File: src/rtl/fetch_if.sv
// Fetch unit bus bundle: redirect input, instruction RAM port, decode handshake and occupancy.
// Optional perf counter outputs are present only when FETCH_PERF_EN is defined.
interface fetch_if #(
   parameter int unsigned ADDR_W = 8,
   parameter int unsigned CNT_W  = 2
);
   logic              redirect_valid;
   logic [31:0]       redirect_pc;
   logic              imem_req;
   logic [ADDR_W-1:0] imem_addr;
   logic [31:0]       imem_rdata;
   logic              out_valid;
   logic [31:0]       out_instr;
   logic [31:0]       out_pc;
   logic              out_ready;
   logic [CNT_W-1:0]  fifo_count;
`ifdef FETCH_PERF_EN
   logic [31:0]       perf_fetched;
   logic [31:0]       perf_flushed;
   logic [31:0]       perf_stall;

   modport master (
      input  redirect_valid, redirect_pc, imem_rdata, out_ready,
      output imem_req, imem_addr, out_valid, out_instr, out_pc, fifo_count,
      output perf_fetched, perf_flushed, perf_stall
   );
   modport slave (
      output redirect_valid, redirect_pc, imem_rdata, out_ready,
      input  imem_req, imem_addr, out_valid, out_instr, out_pc, fifo_count,
      input  perf_fetched, perf_flushed, perf_stall
   );
`else
   modport master (
      input  redirect_valid, redirect_pc, imem_rdata, out_ready,
      output imem_req, imem_addr, out_valid, out_instr, out_pc, fifo_count
   );
   modport slave (
      output redirect_valid, redirect_pc, imem_rdata, out_ready,
      input  imem_req, imem_addr, out_valid, out_instr, out_pc, fifo_count
   );
`endif
endinterface

File: src/rtl/fetch_unit.sv
// Instruction fetch front end: owns the PC, reads a registered-output instruction RAM, buffers
// returned words in a DEPTH-entry FIFO and hands {pc, instr} to decode over valid/ready.
// Redirects flush the FIFO and toggle an epoch so stale responses are dropped.
// Optional macro FETCH_PERF_EN adds perf_fetched/perf_flushed/perf_stall counters.
module fetch_unit #(
   parameter int unsigned DEPTH    = 2,
   parameter int unsigned ADDR_W   = 8,
   parameter logic [31:0] RESET_PC = 32'h0
) (
   input logic     clock,
   input logic     clear,
   fetch_if.master bus
);
   localparam int unsigned PW = $clog2(DEPTH);
   localparam int unsigned CW = PW + 1;
   localparam logic [CW:0] DEPTH_W = (CW+1)'(DEPTH);

   logic [31:0]   pc_q, pc_d;
   logic          inflight_q, inflight_d;
   logic [31:0]   inflight_pc_q, inflight_pc_d;
   logic          inflight_epoch_q, inflight_epoch_d;
   logic          epoch_q, epoch_d;
   logic [CW-1:0] count_q, count_d;
   logic [PW-1:0] wr_ptr_q, wr_ptr_d;
   logic [PW-1:0] rd_ptr_q, rd_ptr_d;
   logic [31:0]   mem_pc_q    [DEPTH];
   logic [31:0]   mem_instr_q [DEPTH];

   logic          out_valid;
   logic          pop;
   logic          push;
   logic          issue;
   logic [CW:0]   occ;

   // Handshake, credit-based issue decision and outputs
   always_comb begin
      out_valid = (count_q != '0);
      pop       = out_valid && bus.out_ready;
      // A matching response is lost if a redirect flushes on the same edge
      push      = inflight_q && (inflight_epoch_q == epoch_q) && !bus.redirect_valid;
      // Occupancy after this edge plus the in-flight slot must leave room for the new request
      occ       = {1'b0, count_q} + {{CW{1'b0}}, inflight_q} - {{CW{1'b0}}, pop};
      issue     = !clear && !bus.redirect_valid && (occ < DEPTH_W);

      bus.imem_req   = issue;
      bus.imem_addr  = pc_q[ADDR_W-1:0];
      bus.out_valid  = out_valid;
      bus.out_pc     = out_valid ? mem_pc_q[rd_ptr_q] : '0;
      bus.out_instr  = out_valid ? mem_instr_q[rd_ptr_q] : '0;
      bus.fifo_count = count_q;
   end

   // Next-state for PC, in-flight tracking, epoch and FIFO pointers
   always_comb begin
      pc_d             = pc_q;
      inflight_d       = issue;
      inflight_pc_d    = inflight_pc_q;
      inflight_epoch_d = inflight_epoch_q;
      epoch_d          = epoch_q;
      count_d          = count_q;
      wr_ptr_d         = wr_ptr_q;
      rd_ptr_d         = rd_ptr_q;
      if (issue) begin
         inflight_pc_d    = pc_q;
         inflight_epoch_d = epoch_q;
         pc_d             = pc_q + 32'd4;
      end
      if (bus.redirect_valid) begin
         pc_d     = bus.redirect_pc & ~32'h3;
         epoch_d  = ~epoch_q;
         count_d  = '0;
         wr_ptr_d = '0;
         rd_ptr_d = '0;
      end else begin
         if (push) wr_ptr_d = wr_ptr_q + 1'b1;
         if (pop)  rd_ptr_d = rd_ptr_q + 1'b1;
         count_d = count_q + CW'(push) - CW'(pop);
      end
   end

   // Control state register with asynchronous clear
   always_ff @(posedge clock or posedge clear) begin
      if (clear) begin
         pc_q             <= RESET_PC;
         inflight_q       <= 1'b0;
         inflight_pc_q    <= '0;
         inflight_epoch_q <= 1'b0;
         epoch_q          <= 1'b0;
         count_q          <= '0;
         wr_ptr_q         <= '0;
         rd_ptr_q         <= '0;
      end else begin
         pc_q             <= pc_d;
         inflight_q       <= inflight_d;
         inflight_pc_q    <= inflight_pc_d;
         inflight_epoch_q <= inflight_epoch_d;
         epoch_q          <= epoch_d;
         count_q          <= count_d;
         wr_ptr_q         <= wr_ptr_d;
         rd_ptr_q         <= rd_ptr_d;
      end
   end

   // FIFO storage; contents are only observed through count, so no reset needed
   always_ff @(posedge clock) begin
      if (push) begin
         mem_pc_q[wr_ptr_q]    <= inflight_pc_q;
         mem_instr_q[wr_ptr_q] <= bus.imem_rdata;
      end
   end

`ifdef FETCH_PERF_EN
   logic [31:0] perf_fetched_q, perf_flushed_q, perf_stall_q;
   logic [31:0] flushed_inc;

   // Entries discarded by a redirect plus any in-flight response that will not be pushed
   always_comb begin
      flushed_inc = 32'(inflight_q && !push);
      if (bus.redirect_valid) flushed_inc = flushed_inc + 32'(count_q - CW'(pop));
      bus.perf_fetched = perf_fetched_q;
      bus.perf_flushed = perf_flushed_q;
      bus.perf_stall   = perf_stall_q;
   end

   // Wrapping event counters
   always_ff @(posedge clock or posedge clear) begin
      if (clear) begin
         perf_fetched_q <= '0;
         perf_flushed_q <= '0;
         perf_stall_q   <= '0;
      end else begin
         perf_fetched_q <= perf_fetched_q + 32'(push);
         perf_flushed_q <= perf_flushed_q + flushed_inc;
         perf_stall_q   <= perf_stall_q + 32'(out_valid && !bus.out_ready);
      end
   end
`endif
endmodule

File: src/flat_wrapper.sv
// flat-port wrapper written by rule: the top's interface ports become plain ports
module fetch_unit_flat 
#(
   parameter int unsigned DEPTH    = 2,
   parameter int unsigned ADDR_W   = 8,
   parameter logic [31:0] RESET_PC = 32'h0
)
  (clock, clear, bus_redirect_valid, bus_redirect_pc, bus_imem_rdata, bus_out_ready, bus_imem_req, bus_imem_addr, bus_out_valid, bus_out_instr, bus_out_pc, bus_fifo_count);
  fetch_if #(.ADDR_W(ADDR_W), .CNT_W(2)) bus_i ();
  input logic clock;
  input logic clear;
  input wire logic [$bits(bus_i.redirect_valid)-1:0] bus_redirect_valid;
  input wire logic [$bits(bus_i.redirect_pc)-1:0] bus_redirect_pc;
  input wire logic [$bits(bus_i.imem_rdata)-1:0] bus_imem_rdata;
  input wire logic [$bits(bus_i.out_ready)-1:0] bus_out_ready;
  output wire logic [$bits(bus_i.imem_req)-1:0] bus_imem_req;
  output wire logic [$bits(bus_i.imem_addr)-1:0] bus_imem_addr;
  output wire logic [$bits(bus_i.out_valid)-1:0] bus_out_valid;
  output wire logic [$bits(bus_i.out_instr)-1:0] bus_out_instr;
  output wire logic [$bits(bus_i.out_pc)-1:0] bus_out_pc;
  output wire logic [$bits(bus_i.fifo_count)-1:0] bus_fifo_count;
  assign bus_i.redirect_valid = bus_redirect_valid;
  assign bus_i.redirect_pc = bus_redirect_pc;
  assign bus_i.imem_rdata = bus_imem_rdata;
  assign bus_i.out_ready = bus_out_ready;
  assign bus_imem_req = bus_i.imem_req;
  assign bus_imem_addr = bus_i.imem_addr;
  assign bus_out_valid = bus_i.out_valid;
  assign bus_out_instr = bus_i.out_instr;
  assign bus_out_pc = bus_i.out_pc;
  assign bus_fifo_count = bus_i.fifo_count;
  fetch_unit #(.DEPTH(DEPTH), .ADDR_W(ADDR_W), .RESET_PC(RESET_PC)) u_core (.clock(clock), .clear(clear), .bus(bus_i));
endmodule
File: config.mk
export PLATFORM = sky130hd
export DESIGN_NAME = fetch_unit_flat
export DESIGN_NICKNAME = d
export VERILOG_FILES = /design/src/rtl/fetch_if.sv /design/src/rtl/fetch_unit.sv /design/src/flat_wrapper.sv
export SDC_FILE = /design/constraint.sdc
export NUM_CORES = 1
export LEC_CHECK = 0
export CORE_MARGIN = 3
export CORE_UTILIZATION = 52
export CTS_BUF_LIST = sky130_fd_sc_hd__clkbuf_4 sky130_fd_sc_hd__clkbuf_8 sky130_fd_sc_hd__clkbuf_16
export CTS_CLUSTER_SIZE = 10
export DETAILED_ROUTE_END_ITERATION = 6
export HOLD_SLACK_MARGIN = 0.1
export PLACE_DENSITY = 0.79
export SKIP_CTS_REPAIR_TIMING = 1
export SLEW_MARGIN = 10
export SYNTH_ARGS = -nofsm -noshare
export SYNTH_HDL_FRONTEND = slang
export SYNTH_SLANG_ARGS = --single-unit
File: constraint.sdc
create_clock -name clock -period 16.1 [get_ports clock]
set_clock_uncertainty 0.2 [all_clocks]
set_input_delay 1.61 -clock clock [delete_from_list [all_inputs] [get_ports clock]]
set_output_delay 1.61 -clock clock [all_outputs]
set_load 0.005 [all_outputs]
==> impl_metrics.toml <==
[global_routing]
track_usage_pct = 19.2
grt_pass1_wl_mm = 24.8
gr-total-overflow = 0
antenna_found_initial = 0
grt_pass1_vias = 5042
grt_max_degree = 66

[logic_synthesis]
synthDistinctLibCells = 39
syn_inst = 625
ys_warn_count = 0
yosysSeqAreaShare_pct = 68.0
synthesis.area_um2 = 7940
ys_ff_latch = 191
synth_area_per_cell_um2 = 12.7

[floorplan]
die_x_um = 130
core-area_um2 = 14800
fp-row-count = 44
start_util_pct = 53.8
fp.dieH_um = 130
die_area_um2 = 16800
io_pins = 144

[drt]
drc_errors = 0
first_pass_iters = 5
dr.max_layer_used = "met4"
ant_nets = 0
routed-wl-met3_um = 609
wire_per_inst_um = 16.5
wirelength_mm = 15.6
drt_iter0_markers = 303
via_per_inst = 5.22
wl_met2_mm = 8.02
wl_met1_mm = 6.75
via_count = 4947

[flow_run]
cap_violations = 0

[placement]
gp_congestion = 0.782
hpwlAfterDp_mm = 10.2
place_ws_ns = 9.48
dpl_cell_area_um2 = 9430
port_buffers = 137

[pwr]
powerDensity_nw_per_um2 = 155
fin_total_pwr_mw = 1.56
ir_drop_mv = 0.0877
p_leak_nw = 3.68

[worst_hold_path]
hold_path_class = "reg -> reg"

[cts]
clock_path_buffers = 2
root_buffer = "clkbuf_16"
cts_tree = "done"
clock_latency_ns = 0.42
numCtsBuffers = 17
clk_pin_slew_worst_paths_ns = 0.06
h-tree-depth = 4
cts_sinks = 191

[setup_path]
timing.rr.start = "u_core.bus.fifo_count[1]"
crit_end = "bus_imem_req"
crit_required_ns = 14.29
r2r_cells = 12
r2r_end = "u_core.pc_q[28]"
path_common_cell = "clkdlybuf4s50_1"
start_kind = "input port"
cp_slowest_cell = "clkdlybuf4s50_1"
crit_path_max_incr_delay_ns = 0.63
cp_max_fo = 32
crit_path_end_kind = "output port"
ff2ff_setup_slack_ns = 11.52
worst-endpoint-arrival_ns = 4.79
worstPathCellList = "clkdlybuf4s50_1 > nor2b_1 > ha_1 > inv_1 > nand2_1 > fa_1 > xor2_1 > or3_1 > inv_2 > clkdlybuf4s50_1"
critPathKind = "in -> out"
worstSetupStartpoint = "bus_out_ready"

[cells_and_area]
drive_above_1_share_pct = 7.98
layout.cells.most_common = "clkdlybuf4s50_1"
insertedDiodeCount = 0
fin_area_um2 = 10000
area_growth_pct = 26.4
final_cell_mix = "136 x clkdlybuf4s50_1, 124 x edfxtp_1, 123 x nand2_1"
nNetsFinal = 824

[sta]
max_clock_freq_ghz = 0.151
finalSetupTns_ns = 0
fin_crit_sh_pct = 41.0
setup_viol = 0
period_needed_ns = 6.60
worst_slew_pin_slew_ns = 1.24
rsz0062_at_grt = "false"
hold_viol = 0
setup_ws_ns = 9.50
maxSlewViolCount = 0
maxSlewHeadroom_pct = 16.5
hold_ws_ns = 0.272

[outcome]
status = "finished, final reports clean"
final cells by class:
class	count	area, um2
clock buffer	22	475
timing repair buffer	144	1420
tap	184	230
sequential	191	5400
clock inverter	10	136
multi-input combinational	387	2340
fill	1063	4720
inverter	10	37.5
power by group:
part | switching (mW) | leakage [nW] | internal, mW
clock network | 0.170 | 0.298 | 0.257
logic | 0.204 | 1.43 | 0.218
registers | 0.0835 | 1.96 | 0.625
layer usage:
layer	global-route usage (%)	vias up
li1	-	2395
met1	23.8	2403
met2	33.5	128
met3	3.46	21
met4	7.15	0
met5	0	-
worst min-delay path by stage:
| stage | slack, ns | to | depth (start not counted) | startpoint |
|---|---|---|---|---|
| 3_3_place_gp | 0.25 | u_core.mem_pc_q[0][28] | 0 | u_core.inflight_pc_q[28] |
| 6_report | 0.27 | u_core.mem_pc_q[1][30] | 0 | u_core.inflight_pc_q[30] |
| 3_5_place_dp | 0.26 | u_core.mem_pc_q[1][30] | 0 | u_core.inflight_pc_q[30] |
| 2_1_floorplan | 0.24 | u_core.mem_pc_q[0][10] | 0 | u_core.inflight_pc_q[10] |
| 4_1_cts | 0.27 | u_core.mem_pc_q[0][30] | 0 | u_core.inflight_pc_q[30] |
| 5_1_grt | 0.29 | u_core.mem_pc_q[0][30] | 0 | u_core.inflight_pc_q[30] |
cell usage after synthesis:
cell | n | area share (%)
inv_2 | 1 | 0.047
nor4b_1 | 1 | 0.11
inv_1 | 9 | 0.43
or3_1 | 1 | 0.079
xnor2_1 | 19 | 2.1
nand3_1 | 13 | 0.82
dfrtp_1 | 67 | 21
nor4_2 | 6 | 0.95
clkbuf_1 | 20 | 0.95
o21ai_1 | 16 | 1.0
nand4_1 | 6 | 0.47
nor3b_1 | 1 | 0.095
edfxtp_1 | 124 | 47
and4_1 | 2 | 0.22
o21ai_0 | 13 | 0.82
nor2_1 | 72 | 3.4
buf_2 | 1 | 0.063
nand2_1 | 123 | 5.8
nor4b_2 | 1 | 0.19
ha_1 | 4 | 0.63
nor2b_1 | 2 | 0.16
or2_2 | 2 | 0.16
nor4_1 | 3 | 0.24
xor2_1 | 15 | 1.7
buf_1 | 8 | 0.38
buf_4 | 10 | 0.95
fa_1 | 1 | 0.25
mux2i_1 | 63 | 7.9
nor3_1 | 3 | 0.19
or4_4 | 2 | 0.28
buf_6 | 1 | 0.14
and2_1 | 2 | 0.16
nand3_2 | 1 | 0.13
nand2b_1 | 1 | 0.079
a311o_1 | 1 | 0.13
mux2_2 | 3 | 0.43
nand3b_1 | 1 | 0.095
and3_1 | 5 | 0.39
conb_1 | 1 | 0.047
per-stage QoR:
stage	std cells	utilization, %
after floorplan	628	-
after global placement	916	63.9
after detailed placement	916	63.9
after CTS	948	68.0
after global routing	948	68.0
final	948	68.0
critical path: cells and delay by family:
family,cells,cell delay [ns]
AND/OR/NAND/NOR,3,0.70
buffers and inverters,4,1.59
XOR/XNOR,1,0.23
adder cells (fa/ha/maj),2,0.66
flip-flops by register name, indices dropped and copies added (netlist names):
| signal | count |
|---|---|
| u_core.mem_instr_q | 64 |
| u_core.wr_ptr_q | 1 |
| u_core.inflight_q | 1 |
| u_core.pc_q | 30 |
| u_core.inflight_pc_q | 30 |
| u_core.bus.fifo_count | 2 |
| u_core.inflight_epoch_q | 1 |
| u_core.epoch_q | 1 |
| u_core.rd_ptr_q | 1 |
| u_core.mem_pc_q | 60 |
kinds of logic after synthesis:
group	count (synthesis)	share of synthesized area (%)
AOI/OAI and AO/OA	30	1.95
xor gates and xnor gates	34	3.75
adders and majority gates	5	0.883
buffers and inverters	50	2.95
DFF	191	68.0
muxes	66	8.37
other	1	0.0472
and+or+nand+nor	248	14.0
(Power assumes the default switching activity.)
